<file path="src/rtl/bcd_sum_display_if.sv">
// rtl/bcd_sum_display_if.sv - valid/ready channel carrying a packed BCD sum
//
// Purpose : groups the sum handshake between the BCD adder (master) and the
//           display block (slave).
// Signals : sum_in    [7:0] packed BCD sum, [7:4] tens, [3:0] units
//           sum_valid       sum_in is valid this cycle
//           sum_ready       consumer can accept sum_in this cycle
interface bcd_sum_display_if;
    logic [7:0] sum_in;
    logic       sum_valid;
    logic       sum_ready;

    modport master (
        output sum_in,
        output sum_valid,
        input  sum_ready
    );

    modport slave (
        input  sum_in,
        input  sum_valid,
        output sum_ready
    );
endinterface

</file>
<file path="src/rtl/bcd_sum_display.sv">
// rtl/bcd_sum_display.sv - captures a packed BCD sum and scans it onto two 7-segment digits
//
// Purpose : accepts an 8-bit packed BCD sum over a valid/ready channel, holds
//           it, and time-multiplexes its two digits onto a 7-segment display.
//           Non-BCD values raise err and show the E glyph.
// Ports   : clk              system clock, rising edge
//           reset            synchronous, active-high reset
//           sum_if (slave)   sum_in / sum_valid / sum_ready handshake
//           seg    [6:0]     segments {g,f,e,d,c,b,a}
//           an     [1:0]     one-hot digit enables, an[0] units, an[1] tens
//           err              held value is not valid BCD
// Params  : REFRESH_DIV      cycles each digit stays lit (>= 2)
//           SEG_ACTIVE_LOW   1 = seg/an inverted at the pins
// Macro   : LEADING_ZERO_BLANK_EN - when defined, a zero tens digit of a
//           valid value is shown blank (its enable stays lit).
module bcd_sum_display #(
    parameter int REFRESH_DIV    = 1000,
    parameter bit SEG_ACTIVE_LOW = 1'b1
) (
    input  logic                      clk,
    input  logic                      reset,
    bcd_sum_display_if.slave          sum_if,
    output logic [6:0]                seg,
    output logic [1:0]                an,
    output logic                      err
);

    localparam int             CNT_W    = (REFRESH_DIV > 2) ? $clog2(REFRESH_DIV) : 1;
    localparam logic [CNT_W-1:0] CNT_LAST = CNT_W'(REFRESH_DIV - 1);

    localparam logic [6:0] GLYPH_E     = 7'b1111001;
    localparam logic [6:0] GLYPH_BLANK = 7'b0000000;

    typedef enum logic [1:0] {
        ST_IDLE,
        ST_LOAD,
        ST_SHOW
    } state_t;

    state_t           state_q;
    logic [7:0]       cap_q;
    logic [7:0]       held_q;
    logic [CNT_W-1:0] cnt_q;
    logic             sel_q;      // 0 = units, 1 = tens
    logic             ready_q;
    logic             err_q;
    logic [6:0]       seg_q;      // logical polarity, 1 = lit
    logic [1:0]       an_q;       // logical polarity, 1 = lit

    logic             handshake;
    logic             wrap;
    logic [CNT_W-1:0] cnt_d;
    logic             sel_d;
    logic [6:0]       show_glyph_d;
    logic [6:0]       load_glyph_d;

    function automatic logic [6:0] digit_glyph(input logic [3:0] d);
        logic [6:0] g;
        case (d)
            4'd0:    g = 7'b0111111;
            4'd1:    g = 7'b0000110;
            4'd2:    g = 7'b1011011;
            4'd3:    g = 7'b1001111;
            4'd4:    g = 7'b1100110;
            4'd5:    g = 7'b1101101;
            4'd6:    g = 7'b1111101;
            4'd7:    g = 7'b0000111;
            4'd8:    g = 7'b1111111;
            4'd9:    g = 7'b1101111;
            default: g = GLYPH_E;
        endcase
        return g;
    endfunction

    function automatic logic bcd_error(input logic [7:0] v);
        return (v[3:0] > 4'd9) || (v[7:4] > 4'd9) || (v[7:5] != 3'd0);
    endfunction

    // Glyph for one slot of value v. A tens nibble in 2..9 is legal BCD but
    // outside the adder's range, so the whole value is marked bad: both
    // digits show E. A nibble above 9 only poisons its own digit.
    function automatic logic [6:0] slot_glyph(input logic [7:0] v, input logic tens_slot);
        logic       range_bad;
        logic [6:0] g;
        range_bad = (v[7:5] != 3'd0) && (v[7:4] <= 4'd9);
        if (!tens_slot) begin
            g = range_bad ? GLYPH_E : digit_glyph(v[3:0]);
        end else begin
            g = range_bad ? GLYPH_E : digit_glyph(v[7:4]);
`ifdef LEADING_ZERO_BLANK_EN
            if ((v[7:4] == 4'd0) && !bcd_error(v)) begin
                g = GLYPH_BLANK;
            end
`endif
        end
        return g;
    endfunction

    assign handshake = sum_if.sum_valid && ready_q;
    assign wrap      = (cnt_q == CNT_LAST);
    assign cnt_d     = wrap ? '0 : cnt_q + 1'b1;
    assign sel_d     = wrap ? ~sel_q : sel_q;

    // seg is registered from the select value it will sit beside, so seg and
    // an always switch on the same edge.
    assign show_glyph_d = slot_glyph(held_q, sel_d);
    // The first SHOW cycle displays the freshly captured value, so LOAD
    // renders the units glyph straight from the capture register.
    assign load_glyph_d = slot_glyph(cap_q, 1'b0);

    always_ff @(posedge clk) begin
        if (reset) begin
            state_q <= ST_IDLE;
            cap_q   <= 8'h00;
            held_q  <= 8'h00;
            cnt_q   <= '0;
            sel_q   <= 1'b0;
            ready_q <= 1'b0;
            err_q   <= 1'b0;
            seg_q   <= GLYPH_BLANK;
            an_q    <= 2'b00;
        end else begin
            case (state_q)
                ST_IDLE: begin
                    ready_q <= 1'b1;
                    seg_q   <= GLYPH_BLANK;
                    an_q    <= 2'b00;
                    if (handshake) begin
                        cap_q   <= sum_if.sum_in;
                        ready_q <= 1'b0;
                        state_q <= ST_LOAD;
                    end
                end

                ST_LOAD: begin
                    held_q  <= cap_q;
                    err_q   <= bcd_error(cap_q);
                    cnt_q   <= '0;
                    sel_q   <= 1'b0;
                    seg_q   <= load_glyph_d;
                    an_q    <= 2'b01;
                    ready_q <= 1'b1;
                    state_q <= ST_SHOW;
                end

                ST_SHOW: begin
                    if (handshake) begin
                        // Any wrap due this cycle is dropped; LOAD restarts
                        // the scan on the units digit.
                        cap_q   <= sum_if.sum_in;
                        ready_q <= 1'b0;
                        state_q <= ST_LOAD;
                    end else begin
                        cnt_q   <= cnt_d;
                        sel_q   <= sel_d;
                        seg_q   <= show_glyph_d;
                        an_q    <= sel_d ? 2'b10 : 2'b01;
                        ready_q <= 1'b1;
                    end
                end

                default: begin
                    state_q <= ST_IDLE;
                    ready_q <= 1'b0;
                end
            endcase
        end
    end

    assign sum_if.sum_ready = ready_q;
    assign err              = err_q;
    assign seg              = SEG_ACTIVE_LOW ? ~seg_q : seg_q;
    assign an               = SEG_ACTIVE_LOW ? ~an_q  : an_q;

endmodule

</file>
<file path="src/flat_wrapper.sv">
// flat-port wrapper written by rule: the top's interface ports become plain ports
module bcd_sum_display_flat 
#(
    parameter int REFRESH_DIV    = 1000,
    parameter bit SEG_ACTIVE_LOW = 1'b1
)
  (clk, reset, seg, an, err, sum_if_sum_in, sum_if_sum_valid, sum_if_sum_ready);
  bcd_sum_display_if sum_if_i ();
  input  logic clk;
  input  logic reset;
  output logic [6:0] seg;
  output logic [1:0] an;
  output logic err;
  input wire logic [$bits(sum_if_i.sum_in)-1:0] sum_if_sum_in;
  input wire logic [$bits(sum_if_i.sum_valid)-1:0] sum_if_sum_valid;
  output wire logic [$bits(sum_if_i.sum_ready)-1:0] sum_if_sum_ready;
  assign sum_if_i.sum_in = sum_if_sum_in;
  assign sum_if_i.sum_valid = sum_if_sum_valid;
  assign sum_if_sum_ready = sum_if_i.sum_ready;
  bcd_sum_display #(.REFRESH_DIV(REFRESH_DIV), .SEG_ACTIVE_LOW(SEG_ACTIVE_LOW)) u_core (.clk(clk), .reset(reset), .sum_if(sum_if_i), .seg(seg), .an(an), .err(err));
endmodule
</file>
<file path="config.mk">
export PLATFORM = sky130hd
export DESIGN_NAME = bcd_sum_display_flat
export DESIGN_NICKNAME = d
export VERILOG_FILES = /design/src/rtl/bcd_sum_display_if.sv /design/src/rtl/bcd_sum_display.sv /design/src/flat_wrapper.sv
export SDC_FILE = /design/constraint.sdc
export NUM_CORES = 1
export LEC_CHECK = 0
export ABC_AREA = 1
export BUFFER_PORTS_ARGS = -buffer_cell sky130_fd_sc_hd__clkbuf_2
export CAP_MARGIN = 15
export CORE_ASPECT_RATIO = 0.9
export CORE_MARGIN = 3
export CORE_UTILIZATION = 60
export DETAILED_ROUTE_END_ITERATION = 12
export PLACE_DENSITY = 0.79
export SLEW_MARGIN = 5
export SYNTH_ARGS = -nofsm -noshare
export SYNTH_HDL_FRONTEND = slang
export SYNTH_SLANG_ARGS = --single-unit
</file>
<file path="constraint.sdc">
create_clock -name clk -period 2.9 [get_ports clk]
set_input_delay 0.58 -clock clk [delete_from_list [all_inputs] [get_ports clk]]
set_output_delay 0.58 -clock clk [all_outputs]
set_load 0.02 [all_outputs]
</file>
After elaboration in Yosys (flattened, before gate mapping)
Memories as Yosys holds them, arrays and structs flattened. A register that Yosys moved wholly into a read port is not among the register bits.
Cells that the tools add are included.
W data, S select, Z words.
{ "word_totals": {"memories": 3, "out_inout_bits": 11, "romBits": 336, "register_bits": 40, "elab_cells": 64} }
{ "classes": {"bitwise": 3, "mux": 25, "n_eq_ne": 5, "n_lt_le_gt_ge": 4, "addsub": 1, "reduce_logical": 14} }
{ "memory_table": {"columns": ["name", "depth", "width", "read_ports", "rd_ports_with_merged_regs", "wr", "line", "rtl"], "rows": [
  ["(name not given)", 16, 7, 1, 1, 0, "bcd_sum_display.sv:59", "case (d)"],
  ["(name not given)", 16, 7, 1, 1, 0, "bcd_sum_display.sv:59", null],
  ["(name not given)", 16, 7, 1, 1, 0, "bcd_sum_display.sv:59", null]
]} }
{ "ops": {"columns": ["op", "count"], "rows": [
  ["$mux W7", 5],
  ["$mux W4", 6],
  ["$pmux W7 S3", 1],
  ["$mux W10", 2],
  ["$pmux W10 S2", 1],
  ["$add A10 B1 Y10 const B", 1],
  ["$eq A10 B10 Y1 const B", 1],
  ["$reduce_bool A3 Y1", 3],
  ["$gt A4 B4 Y1 const B", 2],
  ["$le A4 B4 Y1 const B", 2],
  ["$not A7 Y7", 1],
  ["$mux W2", 3],
  ["$pmux W2 S3", 1],
  ["$reduce_and A2 Y1", 3],
  ["$pmux W1 S2", 2],
  ["$pmux W2 S2", 1],
  ["$logic_and A1 B1 Y1", 3],
  ["$mux W1", 3],
  ["$eq A2 B1 Y1 const B", 1],
  ["$eq A2 B2 Y1 const B", 1],
  ["$logic_not A2 Y1", 1],
  ["$logic_or A1 B1 Y1", 2],
  ["$ne A2 B1 Y1 const B", 1],
  ["$ne A2 B2 Y1 const B", 1],
  ["4 further kinds", 4]
]} }

Logic depth before layout (Yosys ltp)
{ "depth": {"ltp_word": 6, "mapped_depth": 13, "depth_no_buf": 12} }

Least setup slack after synthesis
Ideal clock, no wire load.
{ "synth_timing": {"path_kind": "reg2reg", "from": "register u_core.state_q[0]", "to": "register with a tool-made name", "path_stages_with_launch": 14, "required_ps": 2786, "setup_ps": 114, "arrival_time_ps": 2095, "path_slack_ps": 692, "cell_sequence": "dfxtp_1 > inv_1 > ha_1 > buf_6 > nor2_8 > nor2_8 > inv_4 > nor2_1 > nor3_1 > inv_1 > ha_1 > or2_1 > nand2_1 > nand2_1"} }
{ "synth_rtl": {"columns": ["item", "line", "rtl"], "rows": [
  ["from (decl)", "bcd_sum_display.sv:40", "state_t state_q;"],
  ["from (signal assigned)", "bcd_sum_display.sv:113", "state_q <= ST_IDLE;"],
  ["from (signal assigned)", "bcd_sum_display.sv:131", "state_q <= ST_LOAD;"],
  ["from (signal assigned)", "bcd_sum_display.sv:143", "state_q <= ST_SHOW;"]
]} }

==> results.md <==
* Status: finished, final reports clean
* First-pass DRT Iterations at 4
* Slew @ Worst Pin at 0.458 ns
* Leading area contributor after synthesis: dfxtp_1
* FP Rows at 23
* Vias/cell at 5.16
* Syn_area_per_cell at 7.61 sq um
* Min Tclk post-route at approximately 2.6 ns
* Sequential cell area at 0.00122 sq mm
* Mapped Cells at 398
* Asr flop ratio synth at 0
* Final WL at about 6 mm
* Routed len/inst at between 10 and 15 microns
* Max_cap viols at 0
* Area of the multi-input gates at 0.00156 sq mm
* Clock Path Buffers at 2
* Routed Antenna Nets at 0
* Mapped cell area at 0.00303 sq mm
* Syn. warnings at 0
* PortBufs at 21
* Crit Path Class: flop to flop
* Inst Count DP at 477
* # Post-CTS Setup Buffers at 0
* Fin. max-slew vios at 0
* GRT overflow at 0
* Hold crit path type: input pin to flop
* DR iter-0 viols at 110
* First-pass GRT wire length at 10.6 mm
* Clock latency at the later pin of the worst-skew pair at around 0.34 ns
* Library cells used by synthesis at 38
* Die Ht at ~73 microns
* CTS buffer count at 9
* Overall Power at 2.41 mW
* Core box area at 0.00466 sq mm
* Synthesized flop and latch total at 61
* Simple-gate share of the synthesized area at 0.311
* Fmax at 391 MHz
* Post-synth EDFFs at 0
* Worst EP required at roughly 3.1 ns
* # hold bufs at CTS at 0
* Peak VDD IR at 0.431 mV
* Initial antenna violation count at 0
* DIE WIDTH at 80.9 microns
* Largest net degree at the start of global routing at 21
* Post-synth top flop: dfxtp_1
* Vias in the first global route at 2462
* # IOs at 22
* Hold_sp: sum_if_sum_in[4]
* Crit-path max FO at 16
* Startpoint Class: flop
* Worst slew margin at 0.692
* H-tree depth at 3
* Initial Util at 0.650
* Layout area overhead at 12.2%
* Critical path launch point: u_core.state_q[1]$_SDFFE_PP0P_
* Ratio of final minimum period to clock period at 0.883
* CTS Root Cell: clkbuf_8
* Worst setup EP type: flop
* Critical Path AT at 2.79 ns
* Compound-gate portion of the synthesized area at 0.0962
* CTS tree: yes
* Tot GR Track Use at 0.236
* # setup viols final at 0
* Setup TNS at 0 ns
* Mux share of post-synthesis cell area at 0
* Lkg Pwr at between 1.5 and 2 nW
* Die Footprint at 0.00594 sq mm
* Worst Skew at between 0.004 and 0.005 ns
* Main combinational cell family by area after synthesis: simple AND/OR/NAND/NOR gates
* Dpl hpwl at between 4 and 5 mm
* Nets at 460
* Vias at 2546
* Final hold vios at 0
* Final Non-Filler Cells at around 490
* Top cell type's share of synthesized area at 0.403
* Share of layout cells above drive strength 1 at 0.146
* Worst reg2reg path startpoint: u_core.state_q[1]$_SDFFE_PP0P_
* Diode count at 0
* Clock Sinks at 61
* P per Cell Area at 710 mW/mm^2
* GPL Wtd Cong at 0.840
* Synth area leaders: dfxtp_1, ha_1, nand2_1, inv_1, nor2_1
* DRC at 0
* Worst-path clk slew at 0.07 ns
* Post-synthesis xor/xnor area fraction at 0.0116
* Post-CTS Resized at 0
* Layout fillers at 400
* Adder-cell area share of the yosys netlist at 0.0950
* Sequential area share after synthesis at 0.403
* Syn Nets at 432
* RSZ-0062 raised after global routing: no
Yosys cell counts (2+ instances only):
master	n
o21ai_1	2
or2_2	3
nor3_4	2
nand2_2	3
nand2_1	72
dfxtp_1	61
a21oi_1	18
or2_1	5
o211ai_1	6
nor3_1	19
inv_1	52
nor4_1	2
clkbuf_1	3
xor2_1	2
inv_2	2
nand3_1	27
xnor2_1	2
nor3_2	3
nand4_1	5
nor2_1	48
a31oi_1	4
o21ai_0	16
ha_1	23
nor2_8	2
buf_1	2
nor2_2	2
layer usage:
metal  share of wire  routed length, microns  track usage  vias to the layer above
met5               0                       0            0                        -
met4           0.020                     115        0.103                        0
met3           0.043                     251       0.0809                       14
met1            0.45                    2680        0.273                     1148
met2            0.48                    2850        0.396                       48
li1                -                       -            -                     1336
cell usage in the layout, fill, tap and decap left out:
master	instances
inv_2	2
clkinvlp_4	3
a21oi_1	18
nand3_1	27
o21ai_1	2
nor2_2	2
o21ai_2	1
a31oi_1	4
nor2_1	48
xnor2_1	2
ha_1	23
buf_4	4
a211oi_1	1
o21a_1	1
inv_4	1
xor2_1	2
nor3_4	2
dfxtp_1	61
clkinv_2	2
clkbuf_2	21
inv_1	52
nor3_1	19
nor2_8	2
nand2_4	1
or2_1	5
bufinv_16	1
o211a_1	1
nand4_1	5
a22oi_1	1
nand3_2	1
clkbuf_8	10
nand2_2	3
nand4_2	1
nor3_2	3
o211ai_1	6
or2_2	3
o21ai_0	16
nand2_1	72
nor4_1	2
worst max-delay path, stage by stage (launching register included):
cell and delay [ns]:
dfxtp_1 0.37, inv_1 0.09, ha_1 0.35, inv_1 0.25, nor2_1 0.09, nor3_1 0.36
inv_1 0.20, ha_1 0.31, or2_2 0.31, nand2_1 0.08, nand2_1 0.05
metrics by stage:
step | utilization | setup WS (ns) | cell area (sq um) | hold slack [ns]
2_1_floorplan | - | 0.692 | 3030 | 0.445
3_3_place_gp | 0.686 | 0.502 | 3200 | 0.453
3_5_place_dp | 0.686 | 0.360 | 3200 | 0.459
4_1_cts | 0.729 | 0.338 | 3400 | 0.446
5_1_grt | 0.729 | 0.0609 | 3400 | 0.453
6_report | 0.729 | 0.339 | 3400 | 0.460
cell type report:
type                            instances  share of cell area
Multi-Input combinational cell        274               0.458
Sequential cell                        61               0.359
Inverter                               55              0.0615
Clock buffer                           10              0.0405
Timing Repair Buffer                   25              0.0397
Tap cell                               62              0.0228
Clock inverter                          6              0.0184
path summary, 6_finish.rpt:
path | endpoint | slack, ns | cells past startpoint
max | flop | 0.34 | 10
min | u_core.cap_q[4]$_SDFFE_PP0N_ | 0.46 | 3
max reg2reg | flop | 0.34 | 10
min reg2reg | u_core.seg_q[0]$_SDFFE_PP0P_ | 0.46 | 2
report_power, final:
part           internal (mW)  total (mW)  switching (mW)
logic                  0.218       0.637           0.420
clock network          0.416       0.742           0.326
registers              0.972        1.03          0.0616
kinds of logic (layout without fill, tap and decap cells):
| family | count (synthesis) | count (layout) |
|---|---|---|
| and+or+nand+nor | 196 | 196 |
| buffers and inverters | 63 | 96 |
| DFF | 61 | 61 |
| AOI/OAI and AO/OA | 51 | 51 |
| adders and majority gates | 23 | 23 |
| xor gates and xnor gates | 4 | 4 |
No activity file was read; power rests on OpenSTA's default activity.
